<file path="src/rtl/ltssm_substate_sequencer_if.sv">
// Request/finish bundle between the LTSSM sequencer and its TX/RX sub-LTSSMs.
// The master side is the sequencer. The slave side is the link-control and sub-LTSSM environment.
interface ltssm_substate_sequencer_if;
    logic       enable;
    logic       retrain;
    logic       txFinish;
    logic       rxFinish;
    logic [3:0] rxExitTo;
    logic [3:0] substate;
    logic       reqTx;
    logic       reqRx;
    logic       forceDetect;
    logic       linkUp;
    logic       linkFail;
    logic [3:0] retryCount;

    modport master (
        input  enable, retrain, txFinish, rxFinish, rxExitTo,
        output substate, reqTx, reqRx, forceDetect, linkUp, linkFail, retryCount
    );

    modport slave (
        output enable, retrain, txFinish, rxFinish, rxExitTo,
        input  substate, reqTx, reqRx, forceDetect, linkUp, linkFail, retryCount
    );
endinterface

</file>
<file path="src/rtl/ltssm_substate_sequencer.sv">
// Walks the TX/RX sub-LTSSMs from detectQuiet to L0, one substate request at a time.
// Each request has a watchdog, and the link has a budget for consecutive failures.
module ltssm_substate_sequencer #(
    parameter int         WATCHDOG_CYCLES = 1024,
    parameter int         MAX_RETRIES     = 4,
    parameter logic [3:0] L0_CODE         = 4'd10
) (
    input logic                        clk,
    input logic                        reset,
    ltssm_substate_sequencer_if.master bus
);
    localparam int              WD_W      = $clog2(WATCHDOG_CYCLES);
    localparam logic [WD_W-1:0] WD_LAST   = WD_W'(WATCHDOG_CYCLES - 1);
    localparam logic [3:0]      MAX_LIMIT = 4'(MAX_RETRIES);

    typedef enum logic [2:0] {
        IDLE,
        ISSUE,
        WAIT,
        DECIDE,
        FORCE,
        L0
    } SeqState;

    SeqState         state;
    logic            txDone;
    logic            rxDone;
    logic [3:0]      exitLatch;
    logic [WD_W-1:0] watchdog;

    logic       txDoneNow;
    logic       rxDoneNow;
    logic       bothDone;
    logic       exitIllegal;
    logic       decideFail;
    logic       goForce;
    logic       failNow;
    logic [3:0] bumpedCount;
    logic       budgetSpent;

    // The done check counts finishes arriving in the current cycle.
    // Completion therefore beats a watchdog expiry in the same cycle.
    always_comb begin
        txDoneNow   = txDone | bus.txFinish;
        rxDoneNow   = rxDone | bus.rxFinish;
        bothDone    = txDoneNow & rxDoneNow;
        exitIllegal = (exitLatch > L0_CODE) ||
                      ((exitLatch == 4'd0) && (bus.substate != 4'd0));
        decideFail  = (state == DECIDE) && (exitLatch != L0_CODE) && exitIllegal;
        goForce     = ((state == WAIT) && !bothDone && (watchdog == WD_LAST)) ||
                      ((state == L0) && bus.retrain);
        failNow     = decideFail | goForce;
        bumpedCount = (bus.retryCount == 4'hF) ? 4'hF : bus.retryCount + 4'd1;
        budgetSpent = (bumpedCount >= MAX_LIMIT);
    end

    always_ff @(posedge clk or posedge reset) begin
        if (reset) begin
            state           <= IDLE;
            txDone          <= 1'b0;
            rxDone          <= 1'b0;
            exitLatch       <= 4'd0;
            watchdog        <= '0;
            bus.substate    <= 4'd0;
            bus.reqTx       <= 1'b0;
            bus.reqRx       <= 1'b0;
            bus.forceDetect <= 1'b0;
            bus.linkUp      <= 1'b0;
            bus.linkFail    <= 1'b0;
            bus.retryCount  <= 4'd0;
        end else if (!bus.enable) begin
            state           <= IDLE;
            txDone          <= 1'b0;
            rxDone          <= 1'b0;
            exitLatch       <= 4'd0;
            watchdog        <= '0;
            bus.substate    <= 4'd0;
            bus.reqTx       <= 1'b0;
            bus.reqRx       <= 1'b0;
            bus.forceDetect <= 1'b0;
            bus.linkUp      <= 1'b0;
            bus.linkFail    <= 1'b0;
            bus.retryCount  <= 4'd0;
        end else begin
            bus.reqTx       <= 1'b0;
            bus.reqRx       <= 1'b0;
            bus.forceDetect <= 1'b0;

            if (failNow) begin
                bus.retryCount <= bumpedCount;
                if (budgetSpent) begin
                    bus.linkFail <= 1'b1;
                end
            end

            case (state)
                IDLE: begin
                    if (!bus.linkFail) begin
                        state        <= ISSUE;
                        bus.substate <= 4'd0;
                        bus.reqTx    <= 1'b1;
                        bus.reqRx    <= 1'b1;
                    end
                end

                ISSUE: begin
                    txDone   <= 1'b0;
                    rxDone   <= 1'b0;
                    watchdog <= '0;
                    state    <= WAIT;
                end

                WAIT: begin
                    watchdog <= watchdog + WD_W'(1);
                    if (bus.txFinish) begin
                        txDone <= 1'b1;
                    end
                    // Only the first RX finish of an attempt supplies the exit code.
                    if (bus.rxFinish && !rxDone) begin
                        rxDone    <= 1'b1;
                        exitLatch <= bus.rxExitTo;
                    end
                    if (bothDone) begin
                        state <= DECIDE;
                    end
                end

                DECIDE: begin
                    if (exitLatch == L0_CODE) begin
                        state          <= L0;
                        bus.linkUp     <= 1'b1;
                        bus.retryCount <= 4'd0;
                    end else if (decideFail) begin
                        if (budgetSpent) begin
                            state <= IDLE;
                        end else begin
                            state        <= ISSUE;
                            bus.substate <= 4'd0;
                            bus.reqTx    <= 1'b1;
                            bus.reqRx    <= 1'b1;
                        end
                    end else begin
                        state        <= ISSUE;
                        bus.substate <= exitLatch;
                        bus.reqTx    <= 1'b1;
                        bus.reqRx    <= 1'b1;
                    end
                end

                FORCE: begin
                    // forceDetect is the request here, so go back to WAIT without a new req pulse.
                    txDone   <= 1'b0;
                    rxDone   <= 1'b0;
                    watchdog <= '0;
                    state    <= bus.linkFail ? IDLE : WAIT;
                end

                L0: begin
                end

                default: begin
                    state <= IDLE;
                end
            endcase

            if (goForce) begin
                state           <= FORCE;
                bus.forceDetect <= 1'b1;
                bus.substate    <= 4'd0;
                bus.linkUp      <= 1'b0;
                txDone          <= 1'b0;
                rxDone          <= 1'b0;
                watchdog        <= '0;
            end
        end
    end
endmodule

</file>
<file path="src/flat_wrapper.sv">
// flat-port wrapper written by rule: the top's interface ports become plain ports
module ltssm_substate_sequencer_flat 
#(
    parameter int         WATCHDOG_CYCLES = 1024,
    parameter int         MAX_RETRIES     = 4,
    parameter logic [3:0] L0_CODE         = 4'd10
)
  (clk, reset, bus_enable, bus_retrain, bus_txFinish, bus_rxFinish, bus_rxExitTo, bus_substate, bus_reqTx, bus_reqRx, bus_forceDetect, bus_linkUp, bus_linkFail, bus_retryCount);
  ltssm_substate_sequencer_if bus_i ();
  input logic clk;
  input logic reset;
  input wire logic [$bits(bus_i.enable)-1:0] bus_enable;
  input wire logic [$bits(bus_i.retrain)-1:0] bus_retrain;
  input wire logic [$bits(bus_i.txFinish)-1:0] bus_txFinish;
  input wire logic [$bits(bus_i.rxFinish)-1:0] bus_rxFinish;
  input wire logic [$bits(bus_i.rxExitTo)-1:0] bus_rxExitTo;
  output wire logic [$bits(bus_i.substate)-1:0] bus_substate;
  output wire logic [$bits(bus_i.reqTx)-1:0] bus_reqTx;
  output wire logic [$bits(bus_i.reqRx)-1:0] bus_reqRx;
  output wire logic [$bits(bus_i.forceDetect)-1:0] bus_forceDetect;
  output wire logic [$bits(bus_i.linkUp)-1:0] bus_linkUp;
  output wire logic [$bits(bus_i.linkFail)-1:0] bus_linkFail;
  output wire logic [$bits(bus_i.retryCount)-1:0] bus_retryCount;
  assign bus_i.enable = bus_enable;
  assign bus_i.retrain = bus_retrain;
  assign bus_i.txFinish = bus_txFinish;
  assign bus_i.rxFinish = bus_rxFinish;
  assign bus_i.rxExitTo = bus_rxExitTo;
  assign bus_substate = bus_i.substate;
  assign bus_reqTx = bus_i.reqTx;
  assign bus_reqRx = bus_i.reqRx;
  assign bus_forceDetect = bus_i.forceDetect;
  assign bus_linkUp = bus_i.linkUp;
  assign bus_linkFail = bus_i.linkFail;
  assign bus_retryCount = bus_i.retryCount;
  ltssm_substate_sequencer #(.WATCHDOG_CYCLES(WATCHDOG_CYCLES), .MAX_RETRIES(MAX_RETRIES), .L0_CODE(L0_CODE)) u_core (.clk(clk), .reset(reset), .bus(bus_i));
endmodule
</file>
<file path="config.mk">
export PLATFORM = sky130hd
export DESIGN_NAME = ltssm_substate_sequencer_flat
export DESIGN_NICKNAME = d
export VERILOG_FILES = /design/src/rtl/ltssm_substate_sequencer_if.sv /design/src/rtl/ltssm_substate_sequencer.sv /design/src/flat_wrapper.sv
export SDC_FILE = /design/constraint.sdc
export NUM_CORES = 1
export LEC_CHECK = 0
export ABC_AREA = 1
export BUFFER_PORTS_ARGS = -buffer_cell sky130_fd_sc_hd__buf_2
export CAP_MARGIN = 20
export CORE_MARGIN = 10
export CORE_UTILIZATION = 35
export DETAILED_ROUTE_END_ITERATION = 16
export GPL_TIMING_DRIVEN = 0
export SETUP_SLACK_MARGIN = 0.05
export SYNTH_ARGS = -nofsm -noshare
export SYNTH_HDL_FRONTEND = slang
export SYNTH_SLANG_ARGS = --single-unit
</file>
<file path="constraint.sdc">
create_clock -name clk -period 3.2 [get_ports clk]
set_clock_uncertainty 0.2 [all_clocks]
set_input_delay 0.16 -clock clk [delete_from_list [all_inputs] [get_ports clk]]
set_output_delay 0.16 -clock clk [all_outputs]
set_load 0.005 [all_outputs]
</file>
==> results of run 1 <==
-- final timing paths --
check,startpoint,cells past startpoint,end
worst max-delay path,u_core.watchdog[0],9,u_core.state[0]
worst min-delay path,bus_enable,3,u_core.exitLatch[2]
worst max register to register,u_core.watchdog[0],9,u_core.state[0]
worst min register to register,u_core.txDone,2,u_core.txDone
max in group asynchronous,reset,4,u_core.state[0]
min in group asynchronous,reset,3,u_core.watchdog[4]
-- layout make-up --
type	count	area, sq um	share of cell area, %
plain buffers	3	22.5	1.06
clock buffers	7	76.3	3.58
clock inverters	1	5.00	0.235
inverters	31	116	5.46
multi-input cells	168	852	40.0
flip-flops and latches	31	776	36.4
well taps	67	83.8	3.94
repair buffers	29	198	9.28
-- cells in the final DEF, fill, tap and decap left out, types with 3 or more instances in the layout --
master         netlist  routed
inv_1               29      29
a21oi_1              5       5
nor2_1              42      42
nor3_1               5       5
buf_2                0      22
clkbuf_8             0       5
dfrtp_1             31      31
xor2_1               7       7
nand3_1             21      21
dlygate4sd3_1        0       6
nand2_1             51      51
nand4_1             11      11
clkbuf_1             1       3
o21ai_0              7       7
-- registers in the layout, summed over array words and instances (netlist names), 3 cells and up --
name,flops
u_core.bus.retryCount,4
u_core.watchdog,10
u_core.state,3
u_core.exitLatch,4
u_core.bus.substate,4
-- layer usage --
layer | routed length, um | track usage, % | up-vias
met5 | 0 | 0 | -
met4 | 25 | 3.13 | 0
met3 | 271 | 3.87 | 2
met2 | 1730 | 16.0 | 26
met1 | 1950 | 12.2 | 704
li1 | - | - | 822
-- logic make-up (layout without fill, tap and decap cells) --
logic type,Yosys count,count (layout)
adder cells (fa/ha/maj),2,2
XOR/XNOR,8,8
flip-flops,31,31
buffers and inverters,34,71
AO/OA/AOI/OAI,21,21
AND/OR/NAND/NOR,137,137
-- power groups by stage --
stage	Clock [W]	Sequential (W)	Combinational, W
2_1_floorplan	0	0.000436	0.000103
3_3_place_gp	0	0.000441	0.000140
3_5_place_dp	0	0.000441	0.000145
4_1_cts	0.000301	0.000434	0.000151
5_1_grt	0.000319	0.000438	0.000172
6_report	0.000294	0.000434	0.000149
-- worst reg2reg max path, cell delays in order (launching register included) --
cell	delay, ns
dfrtp_1	0.42
ha_1	0.20
nand2_1	0.06
nor2_1	0.27
nand3_1	0.17
o21ai_2	0.19
nor2_2	0.07
buf_6	0.15
inv_1	0.10
nor2_1	0.06
-- per-stage QoR --
stage / power, W / cells
2_1_floorplan: 0.000539 / 233
3_3_place_gp: 0.000581 / 322
3_5_place_dp: 0.000586 / 323
4_1_cts: 0.000886 / 337
5_1_grt: 0.000928 / 337
6_report: 0.000877 / 337
==> metrics.md, run 1 <==
| Metric | Value |
|---|---|
| Status | complete, no violations |
| Largest area contributor in the netlist | dfrtp_1 |
| Vias per cell | 4.61 |
| Die area | 0.00829 sq mm |
| Syn_area_per_cell | 7.58 sq um |
| Main combinational cell family by area after synthesis | simple AND/OR/NAND/NOR gates |
| Main flop type after synthesis | dfrtp_1 |
| Clock Sink Count | 31 |
| Worst EP arrival | 1.98 ns |
| Synth area leaders | dfrtp_1 (44%), nand2_1 (11%), nor2_1 (8.9%) |
| TritonCTS clock tree | yes |
| Sw Pwr | 0.000258 W |
| Starting Density | 36.7% |
| Worst hold slack | 0.0535 ns |
| Clock latency on the worst-skew pair | 0.28 ns |
| Ports | 23 |
| Gr usage total | 10.0% |
| First-pass GRT wire length | 7000 um |
| CP Launch Type | flip-flop |
| Flop2flop setup slack | 1.18 ns |
| Die height | 91.0 um |
| Buf/Inv on CP | 2 |
| Pwr Density | 412 mW/mm^2 |
| Wire per inst | 11.8 um |
| Post-layout util | 44.2% |
| Setup TNS | 0 ns |
| Layout cells sized above 1 | 15.2% |
| Fmax | 495 MHz |
| Hold Violations, Final | 0 |
| Min-Delay Path Class | input port to flip-flop |
| CTS root buf | clkbuf_8 |
| Largest delay share family, worst path | simple AND/OR/NAND/NOR gates |
| Adder-Cell Fraction of Synth Area | 1.42% |
| Setup repair bufs after CTS | 0 |
| Pin count of the biggest net entering global routing | 17 |
| H-tree depth | 2 |
| Clk slew on worst S/H paths | 0.07 ns |
| Clock network fraction of total power | 33.5% |
| DP Wirelength | 3060 um |
| Worst-margin pin slew | 0.690 ns |
| Setup CP Type | flip-flop to flip-flop |
| Synth Net Count | 245 |
| Max-cap violations | 0 |
| Post-cts hold buffer count | 6 |
| Delay of the slowest cell on the worst path | 0.42 ns |
| Drt pass-1 iters | 4 |
| Row count | 25 |
| Synthesized flop and latch total | 31 |
| Final Cycle Share | 63.1% |
| Placeable Area | 0.00482 sq mm |
| Area share of the largest cell type after synthesis | 43.9% |
| Critical path's most frequent cell | nor2_1 |
| Resize count post-CTS | 0 |
| Pint | 0.000619 W |
| Sequential area share after synthesis | 43.9% |
| Antenna Cells | 0 |
| Sw Ratio | 29.4% |
| Synth warn | 0 |
| # setup viols final | 0 |
| Filler cells | 508 |
| Comb pwr share | 17.0% |
| Library cells used by synthesis | 28 |
| Max transition margin | 54.0% |
| Post-Route WL | 3980 um |
| Placed cell area | 0.00199 sq mm |
| Post-place setup slack | 1.17 ns |
| Final ANT Viol Nets | 0 |
| Slowest cell on the critical path | dfrtp_1 |
| Placer's final routability congestion estimate | 0.812 |
| Final non-filler cell area | 0.00213 sq mm |
| Share of power burned in registers | 49.4% |
| Overflow after GRT | 0 |
| Max clock buf depth | 2 |
| Setup crit end kind | flip-flop |
| Die width | 91.0 um |
| Final slew viol count | 0 |
| Starting DRC count in detailed routing | 57 |
| Most common cell in the netlist | nand2_1 |
| Vias | 1,554 |
| Post-synth ARST share | 100% |
| Vias in the first global route | 1,549 |
| Xor and xnor fraction of the mapped netlist area | 3.97% |
| Min cycle time layout | 2.02 ns |
| DRC viols | 0 |
| Post-synth top cells | nand2_1 (51), nor2_1 (42), dfrtp_1 (31) |
| Worst EP required | 3.16 ns |
| Worst VDD drop | 0.189 mV |
| Initial antenna violation count | 0 |
| Worst Slack Setup Final | 1.18 ns |
| Nets | 281 |
| Post-Syn Area | 0.00177 sq mm |
| Simple-gate area share of the yosys netlist | 35.0% |
| Worst path cell trace | ha_1 -> nand2_1 -> nor2_1 -> nand3_1 -> o21ai_2 -> nor2_2 -> buf_6 -> inv_1 -> nor2_1 |
| Lkg Pwr | 1.08 nW |
| Layout area overhead | 20.5% |
| Compound-gate portion of the synthesized area | 7.86% |
| Total CTS buffers | 5 |
| Unrepaired setup endpoints after global routing | no |
| Mux cell area share after synthesis | 0% |
| Crit Path Max Fanout | 10 |
| EDFF count, synth | 0 |
| Cells after Synth | 233 |
| Number of port buffers | 22 |
Note: power is estimated with default switching activity, not from simulation.
==> run 2: changes to the inputs <==
ABC_AREA = 0   (was 1)
clock period = 2 ns   (was 3.2 ns; I/O delays follow)
==> metrics.md, run 2 <==
| Metric | Value |
|---|---|
| Worst EP required | 1.96 ns (was 3.16 ns) |
| Max FFs per register | 10 (unchanged) |
| Post-synth ARST share | 100% (unchanged) |
| Post-place setup slack | -0.0875 ns (was 1.17 ns) |
| Area share of the largest cell type after synthesis | 43.4% (was 43.9%) |
| Row count | 25 (unchanged) |
| Lkg Pwr | 1.09 nW (was 1.08 nW) |
| Worst Slack Setup Final | 0.0619 ns (was 1.18 ns) |
| Clock Sink Count | 31 (unchanged) |
| Most frequent cells in the layout | nor2_1 (26), dfrtp_1 (26), buf_2 (22), buf_4 (18) (was nand2_1 (51), nor2_1 (42), dfrtp_1 (31), inv_1 (29), buf_2 (22)) |
| First-pass GRT wire length | 7800 um (was 7000 um) |
| Slowest cell on the critical path | dfrtp_2 (was dfrtp_1) |
| Post-synth top cells | dfrtp_1 (31), nor2_1 (26), a21oi_1 (14) (was nand2_1 (51), nor2_1 (42), dfrtp_1 (31)) |
| Setup CP Type | flip-flop to flip-flop (unchanged) |
| Largest area contributor in the netlist | dfrtp_1 (unchanged) |
| Antenna Cells | 0 (unchanged) |
| Min cycle time layout | 1.94 ns (was 2.02 ns) |
| Layout cells sized above 1 | 34.6% (was 15.2%) |
| Vias per cell | 5.13 (was 4.61) |
| Sequential cell area | 782 sq um (was 776 sq um) |
| Overflow after GRT | 0 (unchanged) |
| DRC viols | 0 (unchanged) |
| Clk slew on worst S/H paths | 0.06 ns (was 0.07 ns) |
| Synth Net Count | 203 (was 245) |
| Main flop type after synthesis | dfrtp_1 (unchanged) |
| Die height | 91.5 um (was 91.0 um) |
| Max clock buf depth | 2 (unchanged) |
| Layout area overhead | 35.4% (was 20.5%) |
| EDFF count, synth | 0 (unchanged) |
| Worst hold slack | 0.0427 ns (was 0.0535 ns) |
| Drt pass-1 iters | 4 (unchanged) |
| Initial antenna violation count | 0 (unchanged) |
| Status | complete, no violations (unchanged) |
| Max transition margin | 59.6% (was 54.0%) |
| Vias in the first global route | 1,558 (was 1,549) |
| Placeable Area | 0.00485 sq mm (was 0.00482 sq mm) |
| Total Power | 0.00173 W (was 0.000877 W) |
| Most common cell in the netlist | dfrtp_1 (was nand2_1) |
| Vias | 1,607 (was 1,554) |
| Clock latency on the worst-skew pair | 0.28 ns (about the same) |
| Placer's final routability congestion estimate | 0.791 (was 0.812) |
| Pin count of the biggest net entering global routing | 20 (was 17) |
| Delay of the slowest cell on the worst path | 0.46 ns (was 0.42 ns) |
| Setup TNS | 0 ns (unchanged) |
| Gr usage total | 11.2% (was 10.0%) |
| Setup crit end kind | flip-flop (unchanged) |
| Pwr Density | 713 mW/mm^2 (was 412 mW/mm^2) |
| CP Launch Type | flip-flop (unchanged) |
| # setup viols final | 0 (unchanged) |
| H-tree depth | 2 (unchanged) |
| Final ANT Viol Nets | 0 (unchanged) |
| Biggest register | u_core.watchdog (unchanged) |
| Synth area leaders | dfrtp_1 (43%), nor2_1 (5.5%), a21oi_1 (3.9%) (was dfrtp_1 (44%), nand2_1 (11%), nor2_1 (8.9%)) |
| Final slew viol count | 0 (unchanged) |
| Die width | 91.5 um (was 91.0 um) |
| Starting DRC count in detailed routing | 98 (was 57) |
| Final non-filler cell area | 0.00242 sq mm (was 0.00213 sq mm) |
| Worst path cell trace | nor3b_4 -> nand3_4 -> o31a_4 -> nand2_4 -> buf_8 -> o32ai_2 (was ha_1 -> nand2_1 -> nor2_1 -> nand3_1 -> o21ai_2 -> nor2_2 -> buf_6 -> inv_1 -> nor2_1) |
| Wire per inst | 15.2 um (was 11.8 um) |
| Worst VDD drop | 0.418 mV (was 0.189 mV) |
| Min-Delay Path Class | input port to flip-flop (unchanged) |
| Library cells used by synthesis | 54 (was 28) |
| Synth warn | 0 (unchanged) |
| Syn_area_per_cell | 9.35 sq um (was 7.58 sq um) |
| Total CTS buffers | 5 (unchanged) |
| Sequential area share after synthesis | 43.4% (was 43.9%) |
| Filler cells | 467 (was 508) |
| Worst EP arrival | 1.90 ns (was 1.98 ns) |
| Unrepaired setup endpoints after global routing | yes (was no) |
| Worst-margin pin slew | 0.605 ns (was 0.690 ns) |
| Placed cell area | 0.00201 sq mm (was 0.00199 sq mm) |
| Crit Path Max Fanout | 10 (unchanged) |
| Starting Density | 36.9% (was 36.7%) |
| Fmax | 516 MHz (was 495 MHz) |
| Max-cap violations | 0 (unchanged) |
| Synthesized flop and latch total | 31 (unchanged) |
| Number of port buffers | 22 (unchanged) |
| Final Cycle Share | 96.9% (was 63.1%) |
| Nets | 258 (was 281) |
| Area of the multi-input gates | 0.00105 sq mm (was 852 sq um) |
| Largest delay share family, worst path | compound AO/OA/AOI/OAI gates (was simple AND/OR/NAND/NOR gates) |
| Die area | 0.00836 sq mm (was 0.00829 sq mm) |
| TritonCTS clock tree | yes (unchanged) |
| Buf/Inv on CP | 1 (was 2) |
| Ports | 23 (unchanged) |
| DP Wirelength | 3170 um (was 3060 um) |
| Post-Route WL | 4770 um (was 3980 um) |
| Post-Syn Area | 0.00179 sq mm (was 0.00177 sq mm) |
| Hold Violations, Final | 0 (unchanged) |
| Cells after Synth | 191 (was 233) |
| CTS root buf | clkbuf_8 (unchanged) |
==> run 2: cell types whose count changed in the layout (fill, tap and decap cells not counted), moves of 7 or more <==
cell     delta
nand2_1    -39
inv_1      -24
buf_4      +17
nor2_1     -16
nand3_1    -14
nand4_1     -9
a21oi_1     +7
nor2b_1     +7
==> run 2: worst paths after layout <==
path / to / slack (ns) / cells past startpoint / start
worst max-delay path: u_core.bus.substate[0] / 0.06 / 6 / u_core.state[2]
worst min-delay path: u_core.rxDone / 0.04 / 5 / bus_rxFinish
worst max register to register: u_core.bus.substate[0] / 0.06 / 6 / u_core.state[2]
worst min register to register: u_core.bus.linkFail / 0.32 / 1 / u_core.bus.linkFail
max in group asynchronous: u_core.exitLatch[2] / 0.85 / 4 / reset
min in group asynchronous: u_core.bus.linkFail / 0.23 / 3 / reset
==> run 2: worst min-delay path: stages <==
cell and delay [ns]:
buf_2 0.11, a21oi_1 0.06, nor2_1 0.08, a21oi_1 0.04, nor2_1 0.09
==> run 2: kinds of logic (layout without fill, tap and decap cells) <==
logic type / after synthesis / after routing / share of synthesized area, %
flip-flops: 31 / 31 / 43.4
buffers and inverters: 12 / 67 / 3.36
XOR/XNOR: 5 / 5 / 2.45
AO/OA/AOI/OAI: 51 / 51 / 20.6
multiplexers: 4 / 4 / 2.24
AND/OR/NAND/NOR: 85 / 85 / 25.9
adder cells (fa/ha/maj): 3 / 3 / 2.03
==> run 2: area by class of cell <==
type	count	share of cell area (%)
multi-input cells	148	43.3
flip-flops and latches	31	32.3
repair buffers	48	14.3
well taps	67	3.46
clock buffers	6	3.41
plain buffers	7	2.17
inverters	5	0.776
clock inverters	1	0.207
==> run 2: report_power, final <==
part           total (W)  internal [W]  switching, W
Clock           0.000495      0.000269      0.000225
Combinational   0.000522      0.000242      0.000280
Sequential      0.000709      0.000666     0.0000435
==> run 2: layer usage <==
layer | vias up | part of all wire (%) | track usage [%]
li1 | 805 | - | -
met1 | 764 | 49 | 14.5
met2 | 30 | 45 | 16.9
met3 | 8 | 3.6 | 3.05
met4 | 0 | 1.9 | 4.96
met5 | - | 0 | 0
==> run 2: timing repair <==
item                                    in CTS  in global routing
setup buffers                                9                  9
pin swaps                                    7                 10
gates resized for setup                      6                 27
endpoints found under the hold margin       22                  0
endpoints found under the setup margin      23                 23
hold buffers                                 7                  0
==> run 2: stage by stage <==
step | utilization [%] | instances
6_report | 49.9 | 313
5_1_grt | 49.9 | 313
2_1_floorplan | - | 191
3_5_place_dp | 41.4 | 281
4_1_cts | 46.4 | 304
3_3_place_gp | 40.9 | 280
==> run 3: changes to the inputs <==
--- a/config.mk
+++ b/config.mk
@@ -9,8 +9,8 @@
 export BUFFER_PORTS_ARGS = -buffer_cell sky130_fd_sc_hd__buf_2
 export CAP_MARGIN = 20
-export CORE_MARGIN = 10
 export CORE_UTILIZATION = 35
 export DETAILED_ROUTE_END_ITERATION = 16
 export GPL_TIMING_DRIVEN = 0
+export RECOVER_POWER = 100
 export SETUP_SLACK_MARGIN = 0.05
 export SYNTH_ARGS = -nofsm -noshare
==> constraint.sdc (replaced) <==
create_clock -name clk -period 2 [get_ports clk]
set_clock_uncertainty 0.2 [all_clocks]
set_input_delay 0.4 -clock clk [delete_from_list [all_inputs] [get_ports clk]]
set_output_delay 0.4 -clock clk [all_outputs]
set_load 0.005 [all_outputs]
==> metrics.md, run 3 (synthesis gave the netlist of run 2 again) <==
| Metric | Value |
|---|---|
| Vias | 1,557 (was 1,607) |
| Number of port buffers | 22 (unchanged) |
| Worst Hold Depth | 3 (was 5) |
| Placer's final routability congestion estimate | 0.788 (was 0.791) |
| Layout area overhead | 28.8% (was 35.4%) |
| DRC viols | 0 (unchanged) |
| Starting DRC count in detailed routing | 56 (was 98) |
| First-pass GRT wire length | 7110 um (was 7800 um) |
| Die height | 73.5 um (was 91.5 um) |
| Total CTS buffers | 5 (unchanged) |
| Worst EP arrival | 1.91 ns (was 1.90 ns) |
| Worst EP required | 1.97 ns (was 1.96 ns) |
| Setup crit end kind | flip-flop (unchanged) |
| Worst-margin pin slew | 0.504 ns (was 0.605 ns) |
| CTS root buf | clkbuf_8 (unchanged) |
| # setup viols final | 0 (unchanged) |
| Placeable Area | 0.00482 sq mm (was 0.00485 sq mm) |
| Min-Delay Path Class | input port to flip-flop (unchanged) |
| Max clock buf depth | 2 (unchanged) |
| Setup CP Type | flip-flop to flip-flop (unchanged) |
| Final slew viol count | 0 (unchanged) |
| Crit Path Max Fanout | 10 (unchanged) |
| Sequential cell area | 781 sq um (was 782 sq um) |
| R2R depth | 6 (unchanged) |
| Post-Route WL | 4350 um (was 4770 um) |
| Final Cycle Share | 97.2% (was 96.9%) |
| Most common cell after layout, fill and taps aside | dfrtp_1 |
| Ports | 23 (unchanged) |
| Total Power | 0.00173 W (about the same) |
| Status | complete, no violations (unchanged) |
| Vias per cell | 5.10 (was 5.13) |
| Die width | 73.5 um (was 91.5 um) |
| Filler cells | 479 (was 467) |
| Overflow after GRT | 0 (unchanged) |
| Max transition margin | 66.4% (was 59.6%) |
| Antenna Cells | 0 (unchanged) |
| Area of the multi-input gates | 0.00103 sq mm (was 0.00105 sq mm) |
| Fmax | 514 MHz (was 516 MHz) |
| TritonCTS clock tree | yes (unchanged) |
| Drt pass-1 iters | 4 (unchanged) |
| Max-cap violations | 0 (unchanged) |
| Max FFs per register | 10 (unchanged) |
| Starting Density | 37.1% (was 36.9%) |
| Pin count of the biggest net entering global routing | 21 (was 20) |
| Clock latency on the worst-skew pair | 0.29 ns (was 0.28 ns) |
| Row count | 25 (unchanged) |
| Lkg Pwr | 1.01 nW (was 1.09 nW) |
| H-tree depth | 2 (unchanged) |
| Placed cell area | 0.00201 sq mm (unchanged) |
| CP Launch Type | flip-flop (unchanged) |
| Final non-filler cell area | 0.00230 sq mm (was 0.00242 sq mm) |
| Die area | 0.00539 sq mm (was 0.00836 sq mm) |
| Wire per inst | 14.3 um (was 15.2 um) |
| Final ANT Viol Nets | 0 (unchanged) |
| Layout cells sized above 1 | 29.0% (was 34.6%) |
| Biggest register | u_core.watchdog (unchanged) |
| Unrepaired setup endpoints after global routing | yes (unchanged) |
| Initial antenna violation count | 0 (unchanged) |
| Clk slew on worst S/H paths | 0.06 ns (about the same) |
| DP Wirelength | 2920 um (was 3170 um) |
| Nets | 249 (was 258) |
| Hold Violations, Final | 0 (unchanged) |
| Gr usage total | 17.8% (was 11.2%) |
| Vias in the first global route | 1,475 (was 1,558) |
| Clock Sink Count | 31 (unchanged) |
| Min cycle time layout | 1.94 ns (about the same) |
| Most frequent cells in the layout | dfrtp_1 (27), nor2_1 (26), buf_2 (15), buf_4 (13), a21oi_1 (13) (was nor2_1 (26), dfrtp_1 (26), buf_2 (22), buf_4 (18)) |
| Pwr Density | 753 mW/mm^2 (was 713 mW/mm^2) |
| Worst VDD drop | 0.487 mV (was 0.418 mV) |
## run 3: final timing paths
kind                                               end               from  slack (ns)
worst max register to register  u_core.bus.substate[0]    u_core.state[0]        0.06
worst max-delay path            u_core.bus.substate[0]    u_core.state[0]        0.06
worst min register to register       u_core.bus.linkUp  u_core.bus.linkUp        0.30
max in group asynchronous              u_core.state[2]              reset        0.25
min in group asynchronous       u_core.bus.forceDetect              reset        0.47
worst min-delay path               u_core.exitLatch[1]    bus_rxExitTo[1]        0.17
## run 3: routing by layer
layer  vias up  global-route usage (%)  wire [um]
met5         -                       0          0
met4         0                    7.05         80
met3         7                    4.12        119
met2        27                    25.9       2010
met1       741                    25.3       2150
li1        782                       -          -
## run 3: through the flow
step | TNS [ns] | setup WS, ns | hold slack (ns) | cells | util [%]
2_1_floorplan | 0 | 0.148 | 0.257 | 191 | -
3_3_place_gp | -0.265 | -0.0666 | 0.278 | 280 | 41.1
3_5_place_dp | -0.420 | -0.0740 | 0.274 | 281 | 41.7
4_1_cts | 0 | 0.0390 | 0.167 | 296 | 45.4
5_1_grt | -0.00740 | -0.00740 | 0.195 | 305 | 47.8
6_report | 0 | 0.0559 | 0.173 | 305 | 47.8
## run 3: worst max-delay path, stage by stage, from the launching register on
cell and delay [ns]:
dfrtp_2 0.46, nor3b_4 0.28, nand3_4 0.14, o31a_4 0.41
nand2_4 0.10, buf_8 0.14, o32ai_1 0.08
## run 3: area by class of cell
type | instances | share of cell area [%]
Multi-Input combinational cell | 148 | 44.9
Sequential cell | 31 | 33.9
Timing Repair Buffer | 39 | 10.3
Clock buffer | 8 | 4.35
Tap cell | 67 | 3.64
Buffer | 7 | 2.07
Inverter | 5 | 0.816
## run 3: repair_timing
| action | in CTS | in global routing |
|---|---|---|
| hold buffers | 1 | 0 |
| buffers inserted | 6 | 9 |
| gates resized for setup | 8 | 18 |
| pin swaps | 6 | 9 |
| endpoints found under the hold margin | 11 | 0 |
| setup endpoints to repair | 22 | 23 |
## run 3: power by group
group | internal (W) | switching (W)
clock network | 0.000314 | 0.000231
logic | 0.000215 | 0.000266
registers | 0.000665 | 0.0000415
total | 0.00119 | 0.000539
